--- src/rtl/edge_gen_pkg.sv ---
// Shared definitions for the edge pattern generator: FSM encoding and
// default field widths.
package edge_gen_pkg;
    typedef enum logic [1:0] {
        IDLE = 2'd0,
        HIGH = 2'd1,
        LOW  = 2'd2
    } state_t;

    localparam int DEF_CNT_W = 8;
    localparam int DEF_REP_W = 8;
endpackage

--- src/rtl/edge_gen_cnt.sv ---
// Loadable down-counter; tc flags when the count sits at TC_VAL.
module edge_gen_cnt #(
    parameter int             W      = 8,
    parameter logic [W-1:0]   TC_VAL = '0
) (
    input  logic         clk,
    input  logic         rst,
    input  logic         load,
    input  logic [W-1:0] load_val,
    input  logic         en,
    output logic         tc
);
    logic [W-1:0] cnt;

    always_ff @(posedge clk) begin
        if (rst)
            cnt <= '0;
        else if (load)
            cnt <= load_val;
        else if (en)
            cnt <= cnt - W'(1);
    end

    assign tc = (cnt == TC_VAL);
endmodule

--- src/rtl/edge_pattern_gen.sv ---
// Burst level-waveform generator: N pulses of programmed high/low length,
// with registered level, edge strobes and status outputs.
module edge_pattern_gen
    import edge_gen_pkg::*;
#(
    parameter int CNT_W = DEF_CNT_W,
    parameter int REP_W = DEF_REP_W
) (
    input  logic             clk,
    input  logic             rst,
    input  logic             start,
    input  logic             stop,
    input  logic [CNT_W-1:0] high_len,
    input  logic [CNT_W-1:0] low_len,
    input  logic [REP_W-1:0] repeat_n,
    output logic             dout,
    output logic             rise_strb,
    output logic             fall_strb,
    output logic             busy,
    output logic             done,
    output logic             err
);
    state_t           state_q, state_d;
    logic [CNT_W-1:0] high_q, low_q;
    logic             latch;
    logic             dur_load, dur_en, dur_tc;
    logic [CNT_W-1:0] dur_val;
    logic             rep_load, rep_en, rep_last;
    logic             dout_d, rise_d, fall_d, busy_d, done_d, err_d;
    logic             fields_ok;

    assign fields_ok = (high_len != '0) && (low_len != '0) && (repeat_n != '0);

    // One duration counter serves both phases; it is reloaded on each phase change.
    edge_gen_cnt #(.W(CNT_W), .TC_VAL('0)) u_dur (
        .clk(clk), .rst(rst), .load(dur_load), .load_val(dur_val),
        .en(dur_en), .tc(dur_tc)
    );

    // Pulse counter holds pulses still owed including the current one,
    // so the last pulse is the one that ends with the count at 1.
    edge_gen_cnt #(.W(REP_W), .TC_VAL(REP_W'(1))) u_rep (
        .clk(clk), .rst(rst), .load(rep_load), .load_val(repeat_n),
        .en(rep_en), .tc(rep_last)
    );

    always_comb begin
        state_d  = state_q;
        latch    = 1'b0;
        dur_load = 1'b0;
        dur_val  = '0;
        dur_en   = 1'b0;
        rep_load = 1'b0;
        rep_en   = 1'b0;
        dout_d   = 1'b0;
        rise_d   = 1'b0;
        fall_d   = 1'b0;
        busy_d   = 1'b0;
        done_d   = 1'b0;
        err_d    = 1'b0;
        case (state_q)
            IDLE: begin
                if (start && !stop) begin
                    if (fields_ok) begin
                        latch    = 1'b1;
                        state_d  = HIGH;
                        dur_load = 1'b1;
                        dur_val  = high_len - CNT_W'(1);
                        rep_load = 1'b1;
                        dout_d   = 1'b1;
                        rise_d   = 1'b1;
                        busy_d   = 1'b1;
                    end else begin
                        err_d = 1'b1;
                    end
                end
            end
            HIGH, LOW: begin
                if (stop) begin
                    state_d = IDLE;
                    fall_d  = dout;
                end else if (!dur_tc) begin
                    dur_en = 1'b1;
                    dout_d = (state_q == HIGH);
                    busy_d = 1'b1;
                end else if (state_q == HIGH) begin
                    state_d  = LOW;
                    dur_load = 1'b1;
                    dur_val  = low_q - CNT_W'(1);
                    fall_d   = 1'b1;
                    busy_d   = 1'b1;
                end else begin
                    rep_en = 1'b1;
                    if (rep_last) begin
                        state_d = IDLE;
                        done_d  = 1'b1;
                    end else begin
                        state_d  = HIGH;
                        dur_load = 1'b1;
                        dur_val  = high_q - CNT_W'(1);
                        dout_d   = 1'b1;
                        rise_d   = 1'b1;
                        busy_d   = 1'b1;
                    end
                end
            end
            default: state_d = IDLE;
        endcase
    end

    always_ff @(posedge clk) begin
        if (rst) begin
            state_q   <= IDLE;
            high_q    <= '0;
            low_q     <= '0;
            dout      <= 1'b0;
            rise_strb <= 1'b0;
            fall_strb <= 1'b0;
            busy      <= 1'b0;
            done      <= 1'b0;
            err       <= 1'b0;
        end else begin
            state_q   <= state_d;
            if (latch) begin
                high_q <= high_len;
                low_q  <= low_len;
            end
            dout      <= dout_d;
            rise_strb <= rise_d;
            fall_strb <= fall_d;
            busy      <= busy_d;
            done      <= done_d;
            err       <= err_d;
        end
    end
endmodule

--- config.mk ---
export PLATFORM = sky130hd
export DESIGN_NAME = edge_pattern_gen
export DESIGN_NICKNAME = d
export VERILOG_FILES = /design/src/rtl/edge_gen_pkg.sv /design/src/rtl/edge_gen_cnt.sv /design/src/rtl/edge_pattern_gen.sv
export SDC_FILE = /design/constraint.sdc
export NUM_CORES = 1
export LEC_CHECK = 0
export BUFFER_PORTS_ARGS = -buffer_cell sky130_fd_sc_hd__buf_2
export CAP_MARGIN = 10
export CORE_MARGIN = 4
export CORE_UTILIZATION = 35
export DETAILED_ROUTE_END_ITERATION = 8
export PLACE_DENSITY = 0.63
export SLEW_MARGIN = 20
export SYNTH_ARGS = -nofsm -noshare
export SYNTH_HDL_FRONTEND = slang
export SYNTH_SLANG_ARGS = --single-unit
--- constraint.sdc ---
create_clock -name clk -period 2.3 [get_ports clk]
set_input_delay 0.345 -clock clk [delete_from_list [all_inputs] [get_ports clk]]
set_output_delay 0.345 -clock clk [all_outputs]
set_load 0.01 [all_outputs]
==> Word-level counts from Yosys, hierarchy flattened <==
Index checks and enable logic that the tools add are counted.
{ "word_totals": {"ff_bits": 40, "output_inout_bits": 6, "wordCells": 90} }
{ "op_classes": {"n_addsub": 5, "eq_ne": 6, "n_mux": 48, "bitwise_logic": 4, "n_reduce_logical": 16} }
{ "ops": {"columns": ["operator", "n"], "rows": [
  ["2-to-1 mux 8 bit", 10],
  ["subtractor 8 x 1 -> 8 bit (second input constant)", 5],
  ["2-to-1 mux 1 bit", 27],
  ["nonzero test 8 bit", 3],
  ["one-hot mux 8 bit (2 select lines)", 1],
  ["2-to-1 mux 2 bit", 5],
  ["== test 8 x 1 -> 1 bit (second input constant)", 1],
  ["logical NOT 8 bit", 1],
  ["one-hot mux 1 bit (2 select lines)", 4],
  ["OR reduction 5 bit", 1],
  ["!= test 2 bit (second input constant)", 2],
  ["NOT 1 bit", 4],
  ["one-hot mux 2 bit (2 select lines)", 1],
  ["nonzero test 2 bit", 2],
  ["OR reduction 2 bit", 2],
  ["logical AND 1 bit", 3],
  ["!= test 3 bit (second input constant)", 1],
  ["AND reduction 3 bit", 1],
  ["OR reduction 3 bit", 1],
  ["== test 2 x 1 -> 1 bit (second input constant)", 1],
  ["== test 2 bit (second input constant)", 1],
  ["logical NOT 2 bit", 1],
  ["logical NOT 1 bit", 1]
]} }

==> Logic depth before layout (Yosys ltp) <==
{ "logic_depth": {"word_depth": 7, "ltp_mapped": 10, "ltp_nobuf": 8} }

==> Hierarchy <==
A second synthesis with hierarchy kept.
{ "hier_totals": {"hier_cells": 299, "area_unflattened_um2": 2514.9} }
{ "by_module_without_submodules": {"columns": ["module", "n_inst", "cells_per_inst", "area_each_um2", "seq_area_each_um2"], "rows": [
  ["edge_pattern_gen", 1, 187, 1569.0, 480.5],
  ["edge_gen_cnt", 2, 56, 473.0, 160.2]
]} }

==> Worst setup path before layout <==
OpenSTA, ideal clock, no wires.
{ "synth_timing": {"kind": "input to register", "start": "in high_len[2]", "end": "reg u_dur.cnt[6]", "t_arrival_ps": 2001, "setup_slack_ps": 179, "path_stages": 8, "n_path_buf": 2, "path_cell_list": "or4_4 nor4b_4 or2_1 buf_4 or2_2 buf_6 o22ai_1 o31a_1"} }
{ "synth_via": {"elab_chain_cells": 7, "elab_cells_between_ends": 12, "classes_between": "1 x add/sub; 7 x mux; 4 x reduce/logical"} }
{ "synth_rtl": {"columns": ["item", "line_no", "source"], "rows": [
  ["start, declared", "edge_pattern_gen.sv:13", "input logic [CNT_W-1:0] high_len,"],
  ["parallel branches: the longest is 7 deep, another holds subtractor 8 x 1 -> 8 bit", null, null],
  ["end signal, assigned", "edge_gen_cnt.sv:19", "cnt <= load_val;"],
  ["end signal, assigned", "edge_gen_cnt.sv:21", "cnt <= cnt - W'(1);"],
  ["end, declared", "edge_gen_cnt.sv:13", "logic [W-1:0] cnt;"]
]} }
Parallel ways; which one is timed is not known.
A chain may end at the register's enable or synchronous reset.

==> Worst setup path after layout <==
{ "layout_timing": {"start": "reg u_dur.cnt[0]", "end": "reg u_dur.cnt[0]"} }
{ "layout_via": {"elab_chain_cells": 5, "elab_cells_between_ends": 14, "classes_between": "1 x add/sub; 11 x mux; 2 x reduce/logical"} }
{ "layout_rtl": {"columns": ["item"], "rows": [
  ["parallel branches: the longest is 5 deep, another holds subtractor 8 x 1 -> 8 bit"]
]} }
Parallel ways; which one is timed is not known. The select of a mux whose other input is x is not followed.

==> out/qor.txt <==
largest area contributor in the netlist = dfxtp_1
Initial Utilization = 35.9%
P_leak = 1.16 nW
Starting DRT DRC Count = 140
syn nets = 347
Area Overhead vs Synth = 21.6%
power density cells = 653 nW/um^2
Filler Cell Count = 706
Mapped Area = 2440 um^2
yosys warns = 0
FF+latch count, synth = 40
Syn Inst Count = 309
first-pass GRT wire length = 10.2 mm
synth unique cells = 50
Cell Rows = 30
Post-CTS Setup Bufs = 0
Root Buffer = clkbuf_8
Pre-Repair DR Iteration Count = 4
critical-path maximum fanout = 9
worst rel slew slack = 63.5%
Crit Path Category = reg2reg
hold slack = 289 ps
vias in the first global route = 2,157
actual slew at the worst max-slew pin = 540 ps
CP Launch Type = register
syn_area_per_cell = 7.88 um^2
top post-synthesis cells by area = dfxtp_1 33%, nand2_1 7.1%, a21oi_1 5.8%
GRT Total Usage = 15.1%
Tcrit/Tclk final = 95.8%
Synth top area share = 32.9%
core box area = 6790 um^2
Placer Congestion = 0.807
setup TNS = 0 ps
CTS tree = yes
worst hold path class = in2reg
final setup vio count = 0
CP Capture Type = register
sequential area share after synthesis = 32.9%
Die Area = 8360 um^2
Max VDD drop = 0.000310 V
# IOs = 34
Die W = 91.4 um
multi-input logic area = 1510 um^2
H-Tree Depth = 2
Clock Latency Late Sink = 300 ps
nets@finish = 398
Fmax = 454 MHz
max_cap viols = 0
final count of hold timing violations = 0
CTS Hold Bufs = 0
grt ovf = 0
final setup skew = 6.12 ps
Primary FF master, synth = dfxtp_1
Post-synth EDFFs = 0
Buffers on Ports = 33
# DRC = 0
status = completed
WP data arrival = 2450 ps
Final ANT Viol Nets = 0
vias per cell = 5.14
routed via count = 2,347
Seq. cell area = 801 um^2
routed length per instance = 13.3 um
Die Height = 91.4 um
Max Slew Vio Count = 0
post-detail-place hpwl = 4.70 mm
min Tclk post-route = 2200 ps
clk sinks = 40
post-CTS sizing = 0
worst path required time = 2550 ps
largest net degree at the start of global routing = 38
drt total wl = 6.10 mm
area post-placement = 2840 um^2
async set or reset register ratio after synthesis = 0%
Worst-path clk slew = 80 ps
RSZ-0062 raised after global routing = yes
Diodes inserted = 0
fraction of layout cells with a size suffix above 1 = 20.8%
Num CTS Buffers = 5
antenna violations before repair = 0
clk buf depth = 2
Finished Cell Area = 2960 um^2
[through the flow]
| step | instances | total power, mW | worst slack [ps] | utilization [%] |
|---|---|---|---|---|
| 3_5_place_dp | 449 | 1.36 | -39.9 | 41.8 |
| 5_1_grt | 457 | 2.05 | -22.0 | 43.6 |
| 2_1_floorplan | 309 | 1.17 | 179 | - |
| 6_report | 457 | 1.93 | 97.0 | 43.6 |
| 3_3_place_gp | 449 | 1.35 | 70.0 | 41.8 |
| 4_1_cts | 457 | 1.94 | 81.3 | 43.4 |
[per-layer routing]
metal / routed length, um / global-route usage (%)
met1: 2820 / 20.8
met2: 2880 / 23.1
met3: 323 / 3.07
met4: 73 / 5.28
met5: 0 / 0
[worst paths after layout]
check	start	to	slack [ps]	cells past startpoint
worst min-delay path	low_len[3]	low_q[3]$_SDFFE_PP0P_	290	3
worst min register to register	low_q[7]$_SDFFE_PP0P_	low_q[7]$_SDFFE_PP0P_	480	2
worst max register to register	u_dur.cnt[0]$_SDFFE_PP0P_	u_dur.cnt[0]$_SDFFE_PP0P_	100	10
worst max-delay path	u_dur.cnt[0]$_SDFFE_PP0P_	u_dur.cnt[0]$_SDFFE_PP0P_	100	10
[synth_stat cells, types with 2 or more instances]
cell	count
a22oi_1	2
o32ai_1	2
buf_2	2
buf_6	2
or4_1	4
nor3_1	7
ha_1	10
clkbuf_1	6
nor4_1	11
o31ai_1	3
o21ai_0	3
inv_1	17
nor2b_1	3
or3_1	3
o22ai_1	3
xnor2_1	13
a211oi_1	12
nand4b_1	3
nor3b_1	3
a31oi_1	2
nand4_1	3
o21a_1	2
xor2_1	15
buf_4	2
nand3_1	6
nor2_1	30
dfxtp_1	40
o31a_1	2
or2_2	2
nand2_1	46
o41ai_1	2
o211ai_1	2
a21oi_1	28
nand3b_1	2
[cell usage in the layout (no fill, tap or decap), types with 3 or more instances in the layout]
cell and n:
a211oi_1 11, a21oi_1 27, buf_2 33, buf_4 23, clkbuf_8 5, dfxtp_1 40
ha_1 10, inv_1 17, nand2_1 46, nand3_1 6, nand4_1 3, nand4b_1 3
nor2_1 29, nor2b_1 3, nor3_1 7, nor3b_1 3, nor4_1 11, o21ai_0 3
o22ai_1 3, o31ai_1 3, or3_1 3, or4_1 4, xnor2_1 13, xor2_1 15
[kinds of logic after synthesis]
family / Yosys count / synth area share [%]
and+or+nand+nor: 132 / 27.8
AOI/OAI and AO/OA: 68 / 18.1
DFF: 40 / 32.9
buffers and inverters: 30 / 5.65
xor gates and xnor gates: 28 / 10.1
adders and majority gates: 10 / 5.14
muxes: 1 / 0.411
[cell type report]
cell class | count | share of cell area (%)
multi-input combinational | 239 | 51.1
sequential | 40 | 27.0
timing repair buffer | 57 | 12.1
tap | 96 | 4.05
clock buffer | 6 | 2.45
inverter | 17 | 2.15
clock inverter | 2 | 1.18
[critical path, cell delays in order (launching register included)]
cell	delay, ps
dfxtp_1	310
inv_1	70
ha_1	180
or4b_4	480
nor3_2	160
o211ai_1	120
o41a_1	190
buf_4	190
buf_4	150
a21oi_1	130
o31a_1	150
[state kept, by name, indices dropped and copies added (netlist names)]
signal,flops
u_rep.cnt,8
state_q,2
fall_strb,1
rise_strb,1
low_q,8
err,1
dout,1
u_dur.cnt,8
done,1
high_q,8
busy,1
[where the power goes]
group	leakage, nW	switching [mW]	internal [mW]
sequential	0.327	0.0503	0.747
clock	0.0552	0.255	0.322
combinational	0.782	0.298	0.262
total	1.16	0.603	1.33
Note: power is estimated with default switching activity, not from simulation.
